--- src/rtl/sample_window_pkg.sv ---
// Shared types and constants for the sample window counter.
// Contents: FSM state enum, mode encodings, wrap counter width.
package sample_window_pkg;

    typedef enum logic [1:0] {
        S_IDLE = 2'd0,
        S_RUN  = 2'd1,
        S_HOLD = 2'd2
    } state_t;

    localparam logic        MODE_WRAP = 1'b0;
    localparam logic        MODE_SAT  = 1'b1;
    localparam int unsigned WRAPCNT_W = 8;

endpackage

--- src/rtl/sample_window_ctr.sv ---
// Sample window counter: counts cycles up to a latched terminal value, then
// either wraps or saturates and holds, with a one-clock terminal-count pulse.
//
// Ports:
//   clk       - rising-edge clock
//   reset     - asynchronous active-low reset
//   cycle     - 1 = keep counting, 0 = abandon the current window
//   clear     - synchronous clear, overrides all other inputs
//   limit     - terminal count for the next window (0 selects DEFAULT_LIMIT)
//   mode      - 0 = wrap, 1 = saturate-and-hold
//   ctr       - current count (registered)
//   tc        - terminal-count pulse (registered)
//   wrap_cnt  - saturating count of tc pulses (only with SAMPLE_WINDOW_CTR_WRAPCNT_EN)
//   busy      - high while in RUN or HOLD (registered)
//
// Build option: define SAMPLE_WINDOW_CTR_WRAPCNT_EN to add the wrap_cnt output.
module sample_window_ctr
    import sample_window_pkg::*;
#(
    parameter int unsigned      WIDTH         = 5,
    parameter logic [WIDTH-1:0] DEFAULT_LIMIT = {WIDTH{1'b1}}
) (
    input  logic                 clk,
    input  logic                 reset,
    input  logic                 cycle,
    input  logic                 clear,
    input  logic [WIDTH-1:0]     limit,
    input  logic                 mode,
    output logic [WIDTH-1:0]     ctr,
    output logic                 tc,
`ifdef SAMPLE_WINDOW_CTR_WRAPCNT_EN
    output logic [WRAPCNT_W-1:0] wrap_cnt,
`endif
    output logic                 busy
);

    state_t           r_state;
    state_t           w_state_nxt;
    logic [WIDTH-1:0] r_ctr;
    logic [WIDTH-1:0] w_ctr_nxt;
    logic [WIDTH-1:0] r_limit_q;
    logic [WIDTH-1:0] w_limit_nxt;
    logic             r_mode_q;
    logic             w_mode_nxt;
    logic             r_tc;
    logic             w_tc_nxt;
    logic             r_busy;
    logic [WIDTH-1:0] w_ctr_inc;
    logic [WIDTH-1:0] w_limit_map;
    logic             w_at_limit;

    // Increment is only used while r_ctr < r_limit_q, so it cannot overflow.
    assign w_ctr_inc   = r_ctr + WIDTH'(1);
    assign w_limit_map = (limit == '0) ? DEFAULT_LIMIT : limit;
    assign w_at_limit  = (r_ctr == r_limit_q);

    // State and datapath registers.
    always_ff @(posedge clk or negedge reset) begin
        if (!reset) begin
            r_state   <= S_IDLE;
            r_ctr     <= '0;
            r_tc      <= 1'b0;
            r_busy    <= 1'b0;
            r_limit_q <= DEFAULT_LIMIT;
            r_mode_q  <= MODE_WRAP;
        end else begin
            r_state   <= w_state_nxt;
            r_ctr     <= w_ctr_nxt;
            r_tc      <= w_tc_nxt;
            r_busy    <= (w_state_nxt != S_IDLE);
            r_limit_q <= w_limit_nxt;
            r_mode_q  <= w_mode_nxt;
        end
    end

    // Next-state logic.
    always_comb begin
        w_state_nxt = r_state;
        if (clear) begin
            w_state_nxt = S_IDLE;
        end else begin
            case (r_state)
                S_IDLE: if (cycle) w_state_nxt = S_RUN;
                S_RUN: begin
                    if (!cycle) begin
                        w_state_nxt = S_IDLE;
                    end else if (w_at_limit && (r_mode_q == MODE_SAT)) begin
                        w_state_nxt = S_HOLD;
                    end
                end
                S_HOLD: if (!cycle) w_state_nxt = S_IDLE;
                default: w_state_nxt = S_IDLE;
            endcase
        end
    end

    // Next values for counter, pulse and latched window configuration.
    always_comb begin
        w_ctr_nxt   = r_ctr;
        w_tc_nxt    = 1'b0;
        w_limit_nxt = r_limit_q;
        w_mode_nxt  = r_mode_q;
        if (clear) begin
            w_ctr_nxt = '0;
        end else begin
            case (r_state)
                S_IDLE: begin
                    w_ctr_nxt = '0;
                    if (cycle) begin
                        w_limit_nxt = w_limit_map;
                        w_mode_nxt  = mode;
                    end
                end
                S_RUN: begin
                    if (!cycle) begin
                        w_ctr_nxt = '0;
                    end else if (!w_at_limit) begin
                        w_ctr_nxt = w_ctr_inc;
                        w_tc_nxt  = (w_ctr_inc == r_limit_q);
                    end else if (r_mode_q == MODE_WRAP) begin
                        w_ctr_nxt = '0;
                    end
                end
                S_HOLD: if (!cycle) w_ctr_nxt = '0;
                default: w_ctr_nxt = '0;
            endcase
        end
    end

`ifdef SAMPLE_WINDOW_CTR_WRAPCNT_EN
    logic [WRAPCNT_W-1:0] r_wrap_cnt;

    // Counts tc pulses as they are issued; sticks at all-ones.
    always_ff @(posedge clk or negedge reset) begin
        if (!reset) begin
            r_wrap_cnt <= '0;
        end else if (clear) begin
            r_wrap_cnt <= '0;
        end else if (w_tc_nxt && (r_wrap_cnt != '1)) begin
            r_wrap_cnt <= r_wrap_cnt + WRAPCNT_W'(1);
        end
    end

    assign wrap_cnt = r_wrap_cnt;
`else
    // No tc pulse counter in this build.
`endif

    assign ctr  = r_ctr;
    assign tc   = r_tc;
    assign busy = r_busy;

endmodule

--- config.mk ---
export PLATFORM = sky130hd
export DESIGN_NAME = sample_window_ctr
export DESIGN_NICKNAME = d
export VERILOG_FILES = /design/src/rtl/sample_window_pkg.sv /design/src/rtl/sample_window_ctr.sv
export SDC_FILE = /design/constraint.sdc
export NUM_CORES = 1
export LEC_CHECK = 0
export ABC_AREA = 0
export ABC_CLOCK_PERIOD_IN_PS = 2900
export BUFFER_PORTS_ARGS = -buffer_cell sky130_fd_sc_hd__buf_2
export CAP_MARGIN = 25
export CORE_ASPECT_RATIO = 1.75
export CORE_MARGIN = 2
export CORE_UTILIZATION = 25
export DETAILED_ROUTE_END_ITERATION = 16
export PLACE_DENSITY = 0.55
export SLEW_MARGIN = 20
export SYNTH_ARGS = -nofsm -noshare
export SYNTH_HDL_FRONTEND = slang
export SYNTH_SLANG_ARGS = --single-unit
--- constraint.sdc ---
create_clock -name clk -period 2.9 [get_ports clk]
set_clock_uncertainty 0.2 [all_clocks]
set_input_delay 0.435 -clock clk [delete_from_list [all_inputs] [get_ports clk]]
set_output_delay 0.435 -clock clk [all_outputs]
set_load 0.03 [all_outputs]
==> run_results.csv <==
group,metric,value,unit
run_status,status,"complete, no violations",
die,coreArea,3070,um^2
sta,hold_viol,0,
routing,dr.pass1.iters,4,
final_layout,final_nets,102,
sta,rsz0062_at_grt,"no",
sta,finalMaxSlewViolations,0,
global_route,gr-usage-all-layers,10.3,%
global_route,gr-total-overflow,0,
logic_synthesis,yosysWarnings,0,
final_layout,diodes,0,
clocking,cts_num_sinks,15,
logic_synthesis,synth_cells,70,
setup_path,arrival,1.75,ns
logic_synthesis,yosys-top-cells-count,"dfrtp_1 (10), dfstp_2 (5), xnor2_1 (5)",
job,maxCapViolCount,0,
power,ir_drop,241,uV
routing,via_count,622,
routing,drcViolationCount,0,
die,ios,17,
routing,ant_nets,0,
logic_synthesis,synth_top_area_share,31.7,%
die,rows,27,
die,die-area,3640,um^2
place,placed_area,917,um^2
die,die_w,46.4,um
sta,slew_headroom,66.5,%
clocking,clockBufferDepth,2,
clocking,clock_latency,0.25,ns
routing,wire_per_inst,12.6,um
power,power_frac_seq,51.6,%
setup_path,criticalPathCategory,"flop to flop",
setup_path,critPathCaptureType,"flop",
logic_synthesis,synth-seq-area-share,48.4,%
final_layout,final_area,972,um^2
place,post-dp-hpwl,1.30,mm
logic_synthesis,synth_area_leaders,"dfrtp_1 (32%), dfstp_2 (17%), xnor2_1 (5.6%)",
die,die_h,78.3,um
clocking,cts_setup_buffers,0,
setup_path,critPathLaunchType,"flop",
sta,fin_crit,1.82,ns
sta,tightest_slew,0.499,ns
power,power_frac_comb,13.7,%
sta,max_freq,0.549,GHz
routing,via_per_inst,4.68,
setup_path,crit_fanout,9,
power,clkPwrFrac,34.7,%
logic_synthesis,netlist_area,788,um^2
power,switching_power,118,uW
final_layout,drive_above_1_share,33.3,%
routing,drt-total-wl,1.68,mm
global_route,grt_pass1_wl,2.65,mm
logic_synthesis,synthFlopType,"dfrtp_1",
place,place_congestion,0.761,
clocking,htree_levels,1,
clocking,clock-root-buffer,"clkbuf_8",
clocking,clk_pin_slew,0.06,ns
die,start_util,25.6,%
min_path,hold_class,"primary input to flop",
logic_synthesis,synth_most_common_cell,"dfrtp_1",
logic_synthesis,ys_async_sr_fraction,100,%
setup_path,crit_required,2.83,ns
power,leakage,0.000429,uW
final_layout,utilization,31.6,%
logic_synthesis,syn-num-nets,81,
logic_synthesis,synth_edf_count,0,
place,io_buffers,16,
logic_synthesis,synth_cell_types,29,
power,p_per_area,496,nW/um^2
final_layout,syn2layout_area_growth,23.3,%
global_route,grt_pass1_vias,582,
sta,timing.final.crit_share,62.8,%
global_route,grt_max_degree,16,
global_route,antenna_found_initial,0,
power,switching_share,24.4,%
logic_synthesis,synth_seq_cells,15,
clocking,numCtsBuffers,3,
sta,setup_violations,0,
logic_synthesis,synth.avg_cell_area,11.3,um^2
routing,drtIter0Drc,6,
sta,tns,0,ns
power,internal_power,365,uW
clocking,cts_tree,"done",
logic_synthesis,yosysTopAreaCell,"dfrtp_1",
-- stage by stage --
step                      hold slack (ns)  std cells  setup slack, ns  total power (uW)
after global placement              0.161        128             1.07               318
after global routing                0.227        133            0.930               510
after detailed placement            0.167        128             1.03               319
after floorplan                   -0.0606         70             1.06               296
after CTS                           0.223        133             1.07               490
final                               0.222        133             1.08               483
-- worst paths after layout --
kind	start	to	slack (ns)	depth (start not counted)
min in group asynchronous	reset	ctr[3]	0.42	2
hold reg to reg	r_limit_q[4]	r_limit_q[4]	0.31	2
setup / recovery	ctr[2]	ctr[4]	1.08	4
max in group asynchronous	reset	r_limit_q[2]	1.77	2
hold / removal	limit[3]	r_limit_q[3]	0.22	2
setup reg to reg	ctr[2]	ctr[4]	1.08	4
-- layout by cell type, fill, tap and decap left out --
cell	netlist	routed
buf_2	1	16
dfrtp_1	10	10
xnor2_1	5	5
dfstp_2	5	5
nand2b_1	4	4
nor2_1	4	4
nor3_1	4	4
a21oi_1	4	4
nand3_1	4	4
o22a_1	4	4
xor2_1	3	3
clkbuf_8	0	3
nand2_1	2	2
a221o_1	2	2
mux2_2	2	2
a22o_1	2	2
and3_4	1	1
and4_1	1	1
nor3b_1	1	1
a31o_4	1	1
o211ai_1	1	1
a21o_1	1	1
a31oi_1	1	1
and4bb_2	1	1
a21boi_1	1	1
nor3_2	1	1
nor4_1	1	1
nor2b_1	1	1
nand3b_1	1	1
ha_1	1	1
clkbuf_1	0	1
dlygate4sd3_1	0	1
-- state kept, by name, indices dropped and copies added, names as in the netlist --
signal / cells
r_state: 2
tc: 1
r_limit_q: 5
r_mode_q: 1
busy: 1
ctr: 5
-- critical path, stage by stage, from the launching register on --
cell	delay (ns)
dfrtp_1	0.48
xor2_1	0.20
nor2_1	0.29
a21boi_1	0.22
a221o_1	0.32
-- what timing repair did --
item / 4_1_cts / 5_1_grt
hold buffers: 1 / 0
setup endpoints to repair: 0 / 0
hold endpoints to repair: 10 / 0
gates resized for setup: 0 / 0
-- layout make-up --
class	instances	area, um^2
multi-input cells	54	402
flip-flops and latches	15	382
clock buffers	4	45.0
repair buffers	17	90.1
well taps	43	53.8
fillers	329	2100
-- power groups by stage --
| stage | Combinational, uW | Sequential (uW) | Clock (uW) |
|---|---|---|---|
| 6_report | 66.3 | 249 | 167 |
| 2_1_floorplan | 44.4 | 252 | 0 |
| 4_1_cts | 67.6 | 249 | 174 |
| 3_5_place_dp | 66.5 | 253 | 0 |
| 5_1_grt | 74.5 | 251 | 185 |
| 3_3_place_gp | 65.1 | 253 | 0 |
-- metal layers --
layer  vias to the layer above  part of all wire [%]  GRT usage [%]
li1                        306                     -              -
met1                       300                    38           10.8
met2                        11                    56           17.8
met3                         5                   3.0           2.07
met4                         0                   2.4           6.00
met5                         -                     0              0
-- cells by family after synthesis --
kind of cell | Yosys count | share of synthesized area [%]
and+or+nand+nor | 26 | 20.0
AOI/OAI and AO/OA | 17 | 17.6
DFF | 15 | 48.4
xor gates and xnor gates | 8 | 8.89
muxes | 2 | 2.86
buffers and inverters | 1 | 0.634
adders and majority gates | 1 | 1.59
Power figures use the tool's default switching activity.
